$ cat config.mk
export PLATFORM = sky130hd
export DESIGN_NAME = cmd_dispatch
export DESIGN_NICKNAME = d
export VERILOG_FILES = /design/src/rtl/cmd_pkg.sv /design/src/rtl/move_timer.sv /design/src/rtl/cmd_dispatch.sv
export SDC_FILE = /design/constraint.sdc
export NUM_CORES = 1
export LEC_CHECK = 0
export ABC_CLOCK_PERIOD_IN_PS = 1800
export BUFFER_PORTS_ARGS = -buffer_cell sky130_fd_sc_hd__buf_2
export CAP_MARGIN = 5
export CORE_ASPECT_RATIO = 2
export CORE_MARGIN = 2
export CORE_UTILIZATION = 40
export CTS_CLUSTER_DIAMETER = 50
export DETAILED_ROUTE_END_ITERATION = 6
export GPL_ROUTABILITY_DRIVEN = 0
export GPL_TIMING_DRIVEN = 0
export PLACE_DENSITY = 0.65
export SLEW_MARGIN = 20
export SYNTH_ARGS = -nofsm -noshare
export SYNTH_HDL_FRONTEND = slang
export SYNTH_SLANG_ARGS = --single-unit
export TNS_END_PERCENT = 1
$ cat constraint.sdc
create_clock -name clk -period 1.8 [get_ports clk]
set_clock_uncertainty 0.15 [all_clocks]
set_input_delay 0 -clock clk [delete_from_list [all_inputs] [get_ports clk]]
set_output_delay 0 -clock clk [all_outputs]
set_load 0.05 [all_outputs]
$ cat src/rtl/cmd_pkg.sv
// Shared definitions for the command dispatcher: opcode and FSM state
// encodings plus the default response bytes and move-counter width.
package cmd_pkg;

   localparam int unsigned MOVE_W_DEF = 12;
   localparam logic [7:0]  ACK_DEF    = 8'hA5;
   localparam logic [7:0]  NAK_DEF    = 8'hEE;

   // Only the opcodes that do something are named; everything else is NAK.
   typedef enum logic [3:0] {
      OP_SET_SPD = 4'h1,
      OP_MOVE    = 4'h2,
      OP_STATUS  = 4'h3
   } opcode_e;

   typedef enum logic [2:0] {
      ST_IDLE    = 3'd0,
      ST_DECODE  = 3'd1,
      ST_EXEC    = 3'd2,
      ST_RESP    = 3'd3,
      ST_WAIT_TX = 3'd4
   } state_e;

endpackage

$ cat src/rtl/move_timer.sv
// Loadable down-counter that times a MOVE command.
// Ports:
//   clk, rst  : clock and synchronous active-high reset
//   load_i    : load n_i into the counter at this edge
//   n_i       : move length in cycles
//   active_o  : counter is non-zero
//   last_o    : counter equals one (final cycle of the move)
module move_timer
   import cmd_pkg::*;
#(
   parameter int unsigned MOVE_W = MOVE_W_DEF
) (
   input  logic              clk,
   input  logic              rst,
   input  logic              load_i,
   input  logic [MOVE_W-1:0] n_i,
   output logic              active_o,
   output logic              last_o
);

   localparam logic [MOVE_W-1:0] CNT_ZERO = {MOVE_W{1'b0}};
   localparam logic [MOVE_W-1:0] CNT_ONE  = {{(MOVE_W-1){1'b0}}, 1'b1};

   logic [MOVE_W-1:0] cnt_q;
   logic [MOVE_W-1:0] cnt_d;

   // Next count: load wins, otherwise count down and rest at zero so the
   // counter can never wrap.
   always_comb begin
      cnt_d = cnt_q;
      if (load_i) begin
         cnt_d = n_i;
      end else if (cnt_q != CNT_ZERO) begin
         cnt_d = cnt_q - CNT_ONE;
      end else begin
         cnt_d = cnt_q;
      end
   end

   // Counter register.
   always_ff @(posedge clk) begin
      if (rst) begin
         cnt_q <= CNT_ZERO;
      end else begin
         cnt_q <= cnt_d;
      end
   end

   assign active_o = (cnt_q != CNT_ZERO);
   assign last_o   = (cnt_q == CNT_ONE);

endmodule

$ cat src/rtl/cmd_dispatch.sv
// Command dispatcher behind the Bluetooth UART wrapper. Accepts one 16-bit
// command at a time, executes it and returns a single response byte.
// Ports:
//   clk, rst        : clock and synchronous active-high reset
//   cmd_rdy_i/cmd_i : pending command from the wrapper ([15:12] op, [11:0] arg)
//   clr_cmd_rdy_o   : consumes the pending command (IDLE only)
//   resp_o/trmt_o   : response byte and its one-cycle transmit strobe
//   tx_done_i       : wrapper has finished sending the byte
//   spd_o           : speed register
//   move_en_o       : high for the N cycles of a MOVE N
//   busy_o          : a command is in flight
module cmd_dispatch
   import cmd_pkg::*;
#(
   parameter int unsigned MOVE_W = MOVE_W_DEF,
   parameter logic [7:0]  ACK    = ACK_DEF,
   parameter logic [7:0]  NAK    = NAK_DEF
) (
   input  logic        clk,
   input  logic        rst,
   input  logic        cmd_rdy_i,
   input  logic [15:0] cmd_i,
   output logic        clr_cmd_rdy_o,
   output logic [7:0]  resp_o,
   output logic        trmt_o,
   input  logic        tx_done_i,
   output logic [7:0]  spd_o,
   output logic        move_en_o,
   output logic        busy_o
);

   state_e            state_q, state_d;
   logic [15:0]       cmd_q, cmd_d;
   logic [7:0]        spd_q, spd_d;
   logic [7:0]        resp_q, resp_d;
   logic              tmr_load_s;
   logic              tmr_active_s;
   logic              tmr_last_s;
   logic [3:0]        opcode_s;
   logic [MOVE_W-1:0] move_n_s;

   assign opcode_s = cmd_q[15:12];
   assign move_n_s = cmd_q[MOVE_W-1:0];

   move_timer #(
      .MOVE_W (MOVE_W)
   ) u_move_timer (
      .clk      (clk),
      .rst      (rst),
      .load_i   (tmr_load_s),
      .n_i      (move_n_s),
      .active_o (tmr_active_s),
      .last_o   (tmr_last_s)
   );

   // Next-state and register-update logic for the dispatcher FSM.
   always_comb begin
      state_d       = state_q;
      cmd_d         = cmd_q;
      spd_d         = spd_q;
      resp_d        = resp_q;
      tmr_load_s    = 1'b0;
      clr_cmd_rdy_o = 1'b0;
      case (state_q)
         ST_IDLE: begin
            if (cmd_rdy_i) begin
               cmd_d         = cmd_i;
               clr_cmd_rdy_o = 1'b1;
               state_d       = ST_DECODE;
            end else begin
               state_d = ST_IDLE;
            end
         end
         ST_DECODE: begin
            case (opcode_s)
               OP_SET_SPD: begin
                  spd_d   = cmd_q[7:0];
                  resp_d  = ACK;
                  state_d = ST_RESP;
               end
               OP_MOVE: begin
                  if (move_n_s != {MOVE_W{1'b0}}) begin
                     tmr_load_s = 1'b1;
                     state_d    = ST_EXEC;
                  end else begin
                     resp_d  = NAK;
                     state_d = ST_RESP;
                  end
               end
               OP_STATUS: begin
                  // spd_q is the committed value, so a STATUS right after
                  // SET_SPD already sees the new speed.
                  resp_d  = spd_q;
                  state_d = ST_RESP;
               end
               default: begin
                  resp_d  = NAK;
                  state_d = ST_RESP;
               end
            endcase
         end
         ST_EXEC: begin
            if (tmr_last_s) begin
               resp_d  = ACK;
               state_d = ST_RESP;
            end else begin
               state_d = ST_EXEC;
            end
         end
         ST_RESP: begin
            // tx_done may still be high from the previous byte; ignore it here.
            state_d = ST_WAIT_TX;
         end
         ST_WAIT_TX: begin
            if (tx_done_i) begin
               state_d = ST_IDLE;
            end else begin
               state_d = ST_WAIT_TX;
            end
         end
         default: begin
            state_d = ST_IDLE;
         end
      endcase
   end

   // State and datapath registers.
   always_ff @(posedge clk) begin
      if (rst) begin
         state_q <= ST_IDLE;
         cmd_q   <= 16'h0000;
         spd_q   <= 8'h00;
         resp_q  <= 8'h00;
      end else begin
         state_q <= state_d;
         cmd_q   <= cmd_d;
         spd_q   <= spd_d;
         resp_q  <= resp_d;
      end
   end

   assign spd_o     = spd_q;
   assign resp_o    = resp_q;
   assign trmt_o    = (state_q == ST_RESP);
   assign move_en_o = (state_q == ST_EXEC) && tmr_active_s;
   assign busy_o    = (state_q != ST_IDLE);

endmodule
==> results of run 1 <==
[repair_timing]
item / CTS / global route
resized for setup: 35 / 31
endpoints found under the hold margin: 20 / 0
pin swaps: 6 / 14
hold buffers: 19 / 0
setup buffers: 4 / 5
endpoints found under the setup margin: 41 / 40
[power by group through the flow]
stage | combinational (uW) | sequential (uW) | clock (uW)
global placement | 1700 | 1500 | 0
detailed placement | 1720 | 1500 | 0
global route | 2410 | 1580 | 749
floorplan | 1240 | 1580 | 0
CTS | 2030 | 1500 | 718
finish | 2210 | 1540 | 694
[state kept, by name, summed over array words and instances (netlist names)]
register            count
spd_o                   8
cmd_q                  16
u_move_timer.cnt_q     12
resp_o                  8
state_q                 3
[synth_stat cells, types with 2 or more instances]
master	instances	area (sq um)
or4_1	2	15.0
o211ai_1	7	52.6
xnor2_1	3	26.3
inv_1	8	30.0
nor3b_1	2	15.0
nand4b_1	2	17.5
nand3b_1	2	15.0
nand2b_1	2	12.5
nor2_1	17	63.8
nand4_1	2	12.5
a2111oi_0	2	17.5
nor3_1	7	35.0
o31ai_1	5	37.5
nand2_1	41	154
nor4_1	6	37.5
a21oi_1	31	155
a311oi_1	4	35.0
mux2i_1	11	110
a32o_1	2	20.0
xor2_1	3	26.3
nand3_1	8	40.0
a31oi_1	2	12.5
ha_1	3	37.5
or3_1	3	18.8
o41ai_1	2	17.5
clkbuf_1	7	26.3
buf_2	7	35.0
dfxtp_1	47	941
nor3b_2	2	25.0
nor4b_1	2	17.5
[cell type report]
| cell class | count | area share, % |
|---|---|---|
| multi-input combinational | 189 | 43.8 |
| sequential | 47 | 30.2 |
| timing repair buffer | 67 | 15.2 |
| buffer | 16 | 3.80 |
| clock buffer | 8 | 3.17 |
| tap | 60 | 2.38 |
| inverter | 10 | 1.43 |
[per-stage QoR]
step	hold slack, ps	std cells	cell area, sq um
CTS	311	392	3000
global route	337	397	3160
floorplan	-14.0	262	2270
detailed placement	96.3	361	2540
global placement	90.5	361	2540
finish	317	397	3160
[kinds of logic after synthesis]
kind of cell	after synthesis	synth area share (%)
AND/OR/NAND/NOR	108	26.2
AO/OA/AOI/OAI	61	18.1
flip-flops	47	41.6
buffers and inverters	26	5.20
multiplexers	11	4.87
XOR/XNOR	6	2.33
adder cells (fa/ha/maj)	3	1.66
[layer usage]
| metal | vias up | track usage, % | wire length, microns |
|---|---|---|---|
| met5 | - | 0 | 0 |
| met4 | 0 | 13.0 | 219 |
| met3 | 14 | 1.87 | 175 |
| met2 | 44 | 39.2 | 3540 |
| met1 | 1014 | 19.5 | 2150 |
| li1 | 1102 | - | - |
[tightest hold or removal path, cell delays in order]
cell,delay (ps)
dlygate4sd3_1,530
buf_2,120
nand2_1,40
a21oi_1,50
[how the worst max path moves through the flow]
stage	from	end	slack, ps	cells after the start
3_5_place_dp	u_move_timer.cnt_q[0]	u_move_timer.cnt_q[0]	-410	6
2_1_floorplan	cmd_q[13]	u_move_timer.cnt_q[5]	-20	5
6_report	cmd_q[15]	resp_o[4]	-120	6
3_3_place_gp	u_move_timer.cnt_q[0]	u_move_timer.cnt_q[0]	-380	6
5_1_grt	cmd_q[15]	resp_o[4]	-170	6
4_1_cts	state_q[2]	resp_o[4]	-100	5
==> results.rst, run 1 <==
.. list-table::
   :header-rows: 1

   * - Metric
     - Value
   * - Worst-path cell chain
     - or4b_4, a31oi_4, buf_6, buf_12, o211ai_1, a21oi_2
   * - Crit path arrival time
     - about 2000 ps
   * - First-pass detailed-route iteration total
     - 4
   * - Kind of critical path
     - reg -> reg
   * - Hold Path Sink
     - cmd_q[13]
   * - Maximum single-stage delay on the critical path
     - ~570 ps
   * - Gate family responsible for the most delay along the worst path
     - simple AND/OR/NAND/NOR gates
   * - YS warnings
     - 0
   * - Critical Path Slowest Stage Cell
     - or4b_4
   * - Fraction of the yosys area taken by sequential cells
     - roughly two fifths
   * - Violations in the final reports
     - setup timing
   * - Accumulated negative setup slack
     - -919 ps
   * - Hold crit path type
     - in -> reg
   * - Placement Rows
     - 38
   * - Half-perimeter wire length after detailed placement
     - 4.36 mm
   * - Hold Fails Final Rpt
     - 0
   * - Place WS
     - -407 ps
   * - Vias per cell
     - 5.48
   * - Die height
     - 110 microns
   * - Post-synthesis area per instance
     - between 8 and 9 sq um
   * - Fraction of final layout cells with drive strength greater than 1
     - between 30% and 40%
   * - Cell at the root of the clock tree
     - clkbuf_8
   * - RSZ-0062 raised after global routing
     - true
   * - Filler cell count
     - between 500 and 600
   * - Sequential Area
     - roughly 950 sq um
   * - First-pass GRT wire length
     - a little under 10 mm
   * - Max Slew Vio Count
     - 0
   * - Switching Fraction
     - between 40% and 50%
   * - Antenna violations before repair
     - 0
   * - Worst-margin pin slew
     - around 550 ps
   * - Critical Path Source Type
     - flip-flop
   * - Initial core utilization
     - between 40% and 50%
   * - Outcome
     - finished with violations
   * - Origin of the critical flop-to-flop path
     - cmd_q[15]
   * - Largest fanout on the critical path
     - 7
   * - Final nets
     - 359
   * - Sequential fraction of design power
     - between 30% and 40%
   * - Core Util, Final
     - between 50% and 60%
   * - Overall routed net length
     - slightly above 6 mm
   * - Number of enable flip-flop cells after synthesis
     - 0
   * - Remaining design rule violation count
     - 0
   * - Global routing usage summed across all routing layers
     - 20.1%
   * - Post-route total power
     - 4440 uW
   * - Required @ worst endpoint
     - about 1900 ps
   * - Clock-pin transition on the worst setup and hold timing paths
     - approximately 80 ps
   * - Maximum number of pins on one net before global-route repair
     - 14
   * - Nets in the synthesized netlist
     - ~290
   * - Type of destination of the critical path
     - flip-flop
   * - Hold path startpoint
     - cmd_i[13]
   * - CTS tree
     - done
   * - Number of clock buffers inserted by TritonCTS
     - 5
   * - Commonest cells after routing, fill and taps aside
     - 41 x nand2_1, 40 x buf_2, 39 x dfxtp_1
   * - Maximum clock path buffer count
     - 2
   * - Post-synthesis instance area
     - ~0.0023 sq mm
   * - Count of H-tree levels built during CTS
     - 2
   * - Post-layout minimum cycle time
     - 1920 ps
   * - Commonest non-fill, non-tap cell in the layout
     - nand2_1
   * - Most frequently used flop master after synthesis
     - dfxtp_1
   * - Maxcap violations
     - 0
   * - Post-DR wirelength/cell
     - approximately 15 microns
   * - Number of nets with antenna violations after detailed routing
     - 0
   * - R2R Setup Slk
     - -120 ps
   * - Capture point of the worst reg-to-reg path
     - resp_o[4]
   * - Antenna diode count
     - 0
   * - Normalized max-slew margin
     - 63.3%
   * - Total grt overflow
     - 0
   * - Final critical-path setup slack
     - -116 ps
   * - Synthesis-to-finish area growth
     - 39.9%
   * - Count of buffers from port buffering
     - 39
   * - Core region area
     - 0.00542 sq mm
   * - Hold Crit Depth
     - 4
   * - Power per cell area
     - approximately 1400 mW/mm^2
   * - Top-Level Pins
     - 40
   * - Multi-input gate area in the final layout
     - about 0.0014 sq mm
   * - Worst IR drop on VDD
     - 0.766 mV
   * - Pint
     - 2600 uW
   * - Total die area
     - between 0.006 and 0.007 sq mm
   * - CTS sink count
     - 47
   * - Combinational share of power
     - between 40% and 50%
   * - Length in cells of the worst reg-to-reg path
     - 6
   * - Number of global-route vias before repair
     - ~2100
   * - Clock network latency to the later pin of the worst-skew pair
     - approximately 300 ps
   * - Via total after detailed routing
     - between 2000 and 2500
   * - Async set-reset flop share out of synthesis
     - 0%
   * - Syn Inst Count
     - 262
   * - P_leak
     - 0.00130 uW
   * - Final setup viols
     - 18
   * - Switching Power
     - approximately 1800 uW
   * - Count of distinct cell types in the synthesized netlist
     - 50
   * - Final worst path period share
     - 106%
   * - DRC marker count from the first detailed-route iteration
     - 47
   * - Count of buffering cells on the critical path with inverters included
     - 2
   * - Die span in x
     - around 57 microns
   * - Clock network fraction of total power
     - about 16%
   * - Post-synthesis register bit count
     - 47
   * - Peak clock frequency supported by timing
     - 522 MHz
Power figures use the tool's default switching activity.
==> inputs of run 2 (changes only) <==
--- a/config.mk
+++ b/config.mk
@@ -15,7 +15,8 @@
 export DETAILED_ROUTE_END_ITERATION = 6
 export GPL_ROUTABILITY_DRIVEN = 0
 export GPL_TIMING_DRIVEN = 0
-export PLACE_DENSITY = 0.65
+export PLACE_DENSITY_LB_ADDON = 0.15
+export SKIP_LAST_GASP = 1
 export SLEW_MARGIN = 20
 export SYNTH_ARGS = -nofsm -noshare
 export SYNTH_HDL_FRONTEND = slang
==> run 2 against run 1 <==
Against the previous run:
- maximum frequency is 1.3% higher
- sequential share of layout area up 0.79 points
- worst setup slack improved by 24 ps
- critical path type unchanged
- critical path depth did not move
- sequential power about the same
- design area down 3.2%
- utilization decreased by 1.9 points
- via count fell by 0.28%
- critical endpoint is now resp_o[1]
- total power down 2.6%
- the flow still finishes with violations (setup timing)
- non-clock buffer count decreased by 1
- clock power increased by 1%
- largest power group unchanged
- largest cell class unchanged
==> results.rst, run 2 (synthesis results as in run 1) <==
.. list-table::
   :header-rows: 1

   * - Metric
     - Value
   * - Outcome
     - finished with violations (unchanged)
   * - Violations in the final reports
     - setup timing (unchanged)
   * - Register ranked first by flip-flop count
     - cmd_q (unchanged)
   * - Required @ worst endpoint
     - 1890 ps (about the same)
   * - Commonest cells after routing, fill and taps aside
     - 44 x dfxtp_1, 41 x buf_2, 41 x nand2_1 (was 41 x nand2_1, 40 x buf_2, 39 x dfxtp_1)
   * - Kind of critical path
     - reg -> reg (unchanged)
   * - Crit path arrival time
     - 1980 ps (was 2000 ps)
   * - Maximum number of pins on one net before global-route repair
     - 14 (unchanged)
   * - Total grt overflow
     - 0 (unchanged)
   * - Total instance count after detailed placement
     - 361 (unchanged)
   * - Final setup viols
     - 21 (was 18)
   * - Hold Slack
     - 317 ps (about the same)
   * - Number of standard cells in the final layout excluding fillers
     - 396 (was 397)
   * - Worst-margin pin slew
     - 580 ps (was 550 ps)
   * - Post-DR wirelength/cell
     - 16.3 microns (was 15.3 microns)
   * - Half-perimeter wire length after detailed placement
     - 4.59 mm (was 4.36 mm)
   * - Hold Fails Final Rpt
     - 0 (unchanged)
   * - Core region area
     - 0.00542 sq mm (unchanged)
   * - First-pass detailed-route iteration total
     - 4 (unchanged)
   * - Maximum single-stage delay on the critical path
     - 570 ps (about the same)
   * - Synthesis-to-finish area growth
     - 35.4% (was 39.9%)
   * - Number of global-route vias before repair
     - 2186 (was 2063)
   * - Fraction of final layout cells with drive strength greater than 1
     - 28.0% (was 31.5%)
   * - Maxcap violations
     - 0 (unchanged)
   * - Top-Level Pins
     - 40 (unchanged)
   * - Overall routed net length
     - 6.47 mm (was 6.09 mm)
   * - Count of buffering cells on the critical path with inverters included
     - 2 (unchanged)
   * - P_leak
     - 0.00128 uW (was 0.00130 uW)
   * - Initial core utilization
     - 41.7% (unchanged)
   * - Cell at the root of the clock tree
     - clkbuf_8 (unchanged)
   * - Via total after detailed routing
     - 2168 (was 2174)
   * - Placement Rows
     - 38 (unchanged)
   * - Peak clock frequency supported by timing
     - 529 MHz (was 522 MHz)
   * - CTS tree
     - done (unchanged)
   * - Hold crit path type
     - in -> reg (unchanged)
   * - Number of clock buffers inserted by TritonCTS
     - 5 (unchanged)
   * - First-pass GRT wire length
     - 10.3 mm (was 9.65 mm)
   * - Die height
     - 110 microns (unchanged)
   * - Power per cell area
     - 1420 mW/mm^2 (was 1410 mW/mm^2)
   * - Count of buffers from port buffering
     - 39 (unchanged)
   * - Antenna diode count
     - 0 (unchanged)
   * - Max FFs per register
     - 16 (unchanged)
   * - Maximum clock path buffer count
     - 2 (unchanged)
   * - Global routing usage summed across all routing layers
     - 21.6% (was 20.1%)
   * - Clock-pin transition on the worst setup and hold timing paths
     - 80 ps (about the same)
   * - DRC marker count from the first detailed-route iteration
     - 55 (was 47)
   * - Worst-path cell chain
     - or4b_4, a31oi_4, buf_6, buf_4, o211ai_1, a21oi_1 (was or4b_4, a31oi_4, buf_6, buf_12, o211ai_1, a21oi_2)
   * - Antenna violations before repair
     - 0 (unchanged)
   * - Critical Path Slowest Stage Cell
     - or4b_4 (unchanged)
   * - Largest regs
     - cmd_q x16, u_move_timer.cnt_q x12 (unchanged)
   * - Final nets
     - 358 (was 359)
   * - Type of destination of the critical path
     - flip-flop (unchanged)
   * - Post-layout minimum cycle time
     - 1890 ps (was 1920 ps)
   * - Remaining design rule violation count
     - 0 (unchanged)
   * - RSZ-0062 raised after global routing
     - true (unchanged)
   * - Core Util, Final
     - 56.4% (was 58.3%)
   * - Die span in x
     - 57.1 microns (unchanged)
   * - Commonest non-fill, non-tap cell in the layout
     - dfxtp_1 (was nand2_1)
   * - Vias per cell
     - 5.47 (was 5.48)
   * - Max Slew Vio Count
     - 0 (unchanged)
   * - Number of nets with antenna violations after detailed routing
     - 0 (unchanged)
   * - Count of H-tree levels built during CTS
     - 2 (unchanged)
   * - Worst IR drop on VDD
     - 1.02 mV (was 0.766 mV)
   * - Clock network latency to the later pin of the worst-skew pair
     - 310 ps (was 300 ps)
   * - Final critical-path setup slack
     - -91.8 ps (was -116 ps)
   * - Gate family responsible for the most delay along the worst path
     - simple AND/OR/NAND/NOR gates (unchanged)
   * - Final worst path period share
     - 105% (was 106%)
   * - Critical Path Source Type
     - flip-flop (unchanged)
   * - CTS sink count
     - 47 (unchanged)
   * - Normalized max-slew margin
     - 61.4% (was 63.3%)
   * - Largest fanout on the critical path
     - 8 (was 7)
   * - Total die area
     - 0.00630 sq mm (unchanged)
run 2: path summary, 6_finish.rpt:
check        startpoint        end  slack, ps  cells after the start
max           cmd_q[12]  resp_o[1]        -90                      6
min            cmd_i[6]   cmd_q[6]        320                      4
max reg2reg   cmd_q[12]  resp_o[1]        -90                      6
min reg2reg   cmd_q[12]  cmd_q[12]        330                      2
run 2: repair_timing:
| item | 4_1_cts | 5_1_grt |
|---|---|---|
| hold buffers | 19 | 0 |
| setup buffers | 7 | 2 |
| endpoints found under the setup margin | 41 | 40 |
| pin swaps | 4 | 2 |
| hold endpoints to repair | 20 | 0 |
| gates resized for setup | 35 | 6 |
run 2: layout make-up:
class | instances | area (sq um)
Fill cell | 521 | 2360
Timing Repair Buffer | 67 | 465
Inverter | 10 | 42.5
Sequential cell | 47 | 947
Multi-Input combinational cell | 189 | 1330
Clock buffer | 8 | 100
Buffer | 15 | 98.8
Tap cell | 60 | 75.1
run 2: per-layer routing:
metal,wire [microns],GRT usage (%),vias up
met5,0,0,-
met4,282,14.3,0
met3,217,3.15,12
met2,3610,40.7,53
met1,2360,21.2,1002
li1,-,-,1101
run 2: report_power, final:
part / leakage (uW) / total [uW] / switching (uW) / internal (uW)
registers: 0.000386 / 1540 / 292 / 1250
logic: 0.000844 / 2090 / 1180 / 901
clock network: 0.0000515 / 701 / 350 / 351
total: 0.00128 / 4330 / 1830 / 2500
run 2: per-stage QoR:
| stage | cell area (sq um) | power [uW] | worst slack (ps) | setup TNS [ps] |
|---|---|---|---|---|
| floorplan | 2270 | 2820 | -20.2 | -36.0 |
| global route | 3060 | 4610 | -182 | -3050 |
| detailed placement | 2540 | 3240 | -403 | -6530 |
| CTS | 3020 | 4290 | -87.3 | -1360 |
| finish | 3060 | 4330 | -91.8 | -1080 |
| global placement | 2540 | 3220 | -419 | -6100 |
run 2: worst register-to-register path, cell delays in order, from the launching register on:
cell and delay [ps]:
dfxtp_1 330, or4b_4 570, a31oi_4 220, buf_6 180, buf_4 130, o211ai_1 80, a21oi_1 170
==> inputs of run 3 (changes only) <==
--- a/config.mk
+++ b/config.mk
@@ -5,7 +5,7 @@
 export SDC_FILE = /design/constraint.sdc
 export NUM_CORES = 1
 export LEC_CHECK = 0
-export ABC_CLOCK_PERIOD_IN_PS = 1800
+export ABC_CLOCK_PERIOD_IN_PS = 1700
 export BUFFER_PORTS_ARGS = -buffer_cell sky130_fd_sc_hd__buf_2
 export CAP_MARGIN = 5
 export CORE_ASPECT_RATIO = 2
@@ -16,6 +16,7 @@
 export GPL_ROUTABILITY_DRIVEN = 0
 export GPL_TIMING_DRIVEN = 0
 export PLACE_DENSITY_LB_ADDON = 0.15
+export REMOVE_ABC_BUFFERS = 1
 export SKIP_LAST_GASP = 1
 export SLEW_MARGIN = 20
 export SYNTH_ARGS = -nofsm -noshare
==> constraint.sdc (replaced) <==
create_clock -name clk -period 1.7 [get_ports clk]
set_clock_uncertainty 0.15 [all_clocks]
set_input_delay 0 -clock clk [delete_from_list [all_inputs] [get_ports clk]]
set_output_delay 0 -clock clk [all_outputs]
set_load 0.05 [all_outputs]
==> run 3 against run 2 <==
Against the previous run:
- the run still ends with setup timing left
- clock power down 6.4%
- utilization grew 0.18 points
- non-clock buffer count fell by 4
- register-to-register slack worse by 60 ps
- maximum frequency grew 2.4%
- design area is 0.33% higher
- worst setup slack got worse by 56 ps
- count of clock-buffer cells in the layout decreased by 1
- sequential cell count unchanged
- die area is the same
- first-iteration DRC count rose by 53%
- wire length is 0.82% lower
- critical path type unchanged
- largest cell class unchanged
- highest routed layer unchanged
==> results.rst, run 3 (synthesis results as in run 1) <==
.. list-table::
   :header-rows: 1

   * - Metric
     - Value
   * - Largest regs
     - cmd_q x16, u_move_timer.cnt_q x12 (unchanged)
   * - CTS tree
     - done (unchanged)
   * - Max FFs per register
     - 16 (unchanged)
   * - Remaining design rule violation count
     - 0 (unchanged)
   * - Post-route total power
     - 4570 uW (was 4330 uW)
   * - Core region area
     - 0.00542 sq mm (unchanged)
   * - Half-perimeter wire length after detailed placement
     - 4.11 mm (was 4.59 mm)
   * - Kind of critical path
     - reg -> reg (unchanged)
   * - Fraction of final layout cells with drive strength greater than 1
     - 30.9% (was 28.0%)
   * - Maximum single-stage delay on the critical path
     - 560 ps (was 570 ps)
   * - DRC marker count from the first detailed-route iteration
     - 84 (was 55)
   * - Largest fanout on the critical path
     - 5 (was 8)
   * - R2R Setup Slk
     - -150 ps (was -90 ps)
   * - Combinational share of power
     - 49.1% (was 48.2%)
   * - Worst IR drop on VDD
     - 0.895 mV (was 1.02 mV)
   * - Clock-pin transition on the worst setup and hold timing paths
     - 80 ps (about the same)
   * - Gate family responsible for the most delay along the worst path
     - simple AND/OR/NAND/NOR gates (unchanged)
   * - Register ranked first by flip-flop count
     - cmd_q (unchanged)
   * - CTS sink count
     - 47 (unchanged)
   * - Vias per cell
     - 5.53 (was 5.47)
   * - Top-Level Pins
     - 40 (unchanged)
   * - Post-layout minimum cycle time
     - 1850 ps (was 1890 ps)
   * - Count of H-tree levels built during CTS
     - 2 (unchanged)
   * - Number of nets with antenna violations after detailed routing
     - 0 (unchanged)
   * - Final nets
     - 355 (was 358)
   * - Switching Power
     - 1940 uW (was 1830 uW)
   * - Capture point of the worst reg-to-reg path
     - u_move_timer.cnt_q[5] (was resp_o[1])
   * - Global routing usage summed across all routing layers
     - 21.1% (was 21.6%)
   * - Commonest cells after routing, fill and taps aside
     - 40 x nand2_1, 40 x dfxtp_1, 37 x buf_2 (was 44 x dfxtp_1, 41 x buf_2, 41 x nand2_1)
   * - Filler cell count
     - 521 (unchanged)
   * - Pint
     - 2630 uW (was 2500 uW)
   * - Switching Fraction
     - 42.4% (was 42.2%)
   * - Worst-path cell chain
     - or4b_4, a31oi_4, buf_6, and4_4, a41o_1 (was or4b_4, a31oi_4, buf_6, buf_4, o211ai_1, a21oi_1)
   * - Maxcap violations
     - 0 (unchanged)
   * - Required @ worst endpoint
     - 1800 ps (was 1890 ps)
   * - Timing startpoint of the critical path
     - cmd_q[15] (was cmd_q[12])
   * - Total die area
     - 0.00630 sq mm (unchanged)
   * - Max Slew Vio Count
     - 0 (unchanged)
   * - Total grt overflow
     - 0 (unchanged)
   * - Antenna diode count
     - 0 (unchanged)
   * - RSZ-0062 raised after global routing
     - true (unchanged)
   * - Number of clock buffers inserted by TritonCTS
     - 5 (unchanged)
   * - Accumulated negative setup slack
     - -2450 ps (was -1080 ps)
   * - Final setup viols
     - 23 (was 21)
   * - P_leak
     - 0.00128 uW (about the same)
   * - Placement Rows
     - 38 (unchanged)
   * - Power per cell area
     - 1490 mW/mm^2 (was 1420 mW/mm^2)
   * - Initial core utilization
     - 41.7% (unchanged)
   * - Hold Slack
     - 130 ps (was 317 ps)
   * - Clock network fraction of total power
     - 14.4% (was 16.2%)
   * - Crit path arrival time
     - 1950 ps (was 1980 ps)
   * - Length in cells of the worst reg-to-reg path
     - 5 (was 6)
   * - Die span in x
     - 57.1 microns (unchanged)
   * - Cell at the root of the clock tree
     - clkbuf_8 (unchanged)
   * - Number of standard cells in the final layout excluding fillers
     - 393 (was 396)
   * - First-pass detailed-route iteration total
     - 4 (unchanged)
   * - Post-DR wirelength/cell
     - 16.3 microns (about the same)
   * - Total instance count after detailed placement
     - 345 (was 361)
   * - Via total after detailed routing
     - 2175 (was 2168)
   * - Violations in the final reports
     - setup timing (unchanged)
   * - Overall routed net length
     - 6.42 mm (was 6.47 mm)
   * - Number of global-route vias before repair
     - 2133 (was 2186)
   * - Hold crit path type
     - in -> reg (unchanged)
   * - Final worst path period share
     - 109% (was 105%)
   * - Critical Path Stages
     - 5 (was 6)
   * - Worst-margin pin slew
     - 818 ps (was 580 ps)
   * - Maximum clock path buffer count
     - 2 (unchanged)
   * - Critical Path Slowest Stage Cell
     - or4b_4 (unchanged)
   * - Outcome
     - finished with violations (unchanged)
   * - Normalized max-slew margin
     - 45.5% (was 61.4%)
   * - Hold Fails Final Rpt
     - 0 (unchanged)
   * - Sequential fraction of design power
     - 36.5% (was 35.7%)
   * - Type of destination of the critical path
     - flip-flop (unchanged)
   * - Critical Path Source Type
     - flip-flop (unchanged)
   * - Die height
     - 110 microns (unchanged)
   * - Count of buffers from port buffering
     - 39 (unchanged)
   * - First-pass GRT wire length
     - 10.1 mm (was 10.3 mm)
   * - Clock network latency to the later pin of the worst-skew pair
     - 300 ps (was 310 ps)
   * - Count of buffering cells on the critical path with inverters included
     - 1 (was 2)
   * - Peak clock frequency supported by timing
     - 541 MHz (was 529 MHz)
   * - Maximum number of pins on one net before global-route repair
     - 42 (was 14)
   * - Timing endpoint of the critical path
     - u_move_timer.cnt_q[5] (was resp_o[1])
   * - Origin of the critical flop-to-flop path
     - cmd_q[15] (was cmd_q[12])
   * - Place WS
     - -589 ps (was -403 ps)
   * - Final critical-path setup slack
     - -147 ps (was -91.8 ps)
   * - Antenna violations before repair
     - 0 (unchanged)
   * - Synthesis-to-finish area growth
     - 35.8% (was 35.4%)
run 3: cell count changes in the layout (fill, tap and decap cells not counted), moves of 3 or more:
| cell | previous run | this run |
|---|---|---|
| o31ai_1 | 0 | 5 |
| buf_2 | 41 | 37 |
| nor4_2 | 3 | 0 |
| clkbuf_1 | 7 | 2 |
| buf_4 | 11 | 21 |
| o31ai_2 | 4 | 0 |
| nor4_4 | 1 | 4 |
| dfxtp_2 | 2 | 6 |
| dfxtp_1 | 44 | 40 |
run 3: metal layers:
layer  track usage, %  vias to the layer above  wire [microns]
met5                0                        -               0
met4             12.3                        0             274
met3             3.27                       15             188
met2             40.5                       53            3590
met1             20.6                     1017            2360
li1                 -                     1090               -
run 3: how the worst min path moves through the flow:
| stage | start | to | slack (ps) | cells after the start |
|---|---|---|---|---|
| after floorplan | rst | u_move_timer.cnt_q[7] | -80 | 1 |
| after global placement | cmd_i[6] | cmd_q[6] | 90 | 3 |
| after detailed placement | cmd_i[2] | cmd_q[2] | 100 | 3 |
| after CTS | rst | state_q[2] | 120 | 2 |
| after global routing | rst | state_q[2] | 140 | 2 |
| final | rst | state_q[2] | 130 | 2 |
run 3: cell type report:
type                    count  area, sq um  area share [%]
clock inverters             1         5.00           0.163
inverters                  10         42.5            1.39
multi-input cells         190         1360            44.4
well taps                  60         75.1            2.45
flip-flops and latches     47          952            31.0
repair buffers             78          554            18.1
clock buffers               7         76.3            2.49
run 3: worst register-to-register path: stages, from the launching register on:
cell,delay [ps]
dfxtp_1,360
or4b_4,560
a31oi_4,300
buf_6,150
and4_4,200
a41o_1,80
run 3: power groups by stage:
stage	clock [uW]	sequential (uW)	combinational [uW]
after floorplan	0	1700	1210
after global placement	0	1630	1700
after detailed placement	0	1630	1710
after CTS	683	1660	2170
after global routing	723	1710	2420
final	656	1670	2250
run 3: through the flow:
stage | util [%] | instance area [sq um]
global placement | 45.2 | 2450
finish | 56.6 | 3070
detailed placement | 45.2 | 2450
CTS | 55.5 | 3010
global route | 56.6 | 3070
floorplan | - | 2180
run 3: repair_timing:
| item | CTS | global route |
|---|---|---|
| hold endpoints to repair | 18 | 0 |
| resized for setup | 36 | 7 |
| pin swaps | 7 | 2 |
| hold buffers | 18 | 0 |
| setup buffers | 16 | 5 |
| endpoints found under the setup margin | 47 | 46 |
| cloned | 1 | 0 |
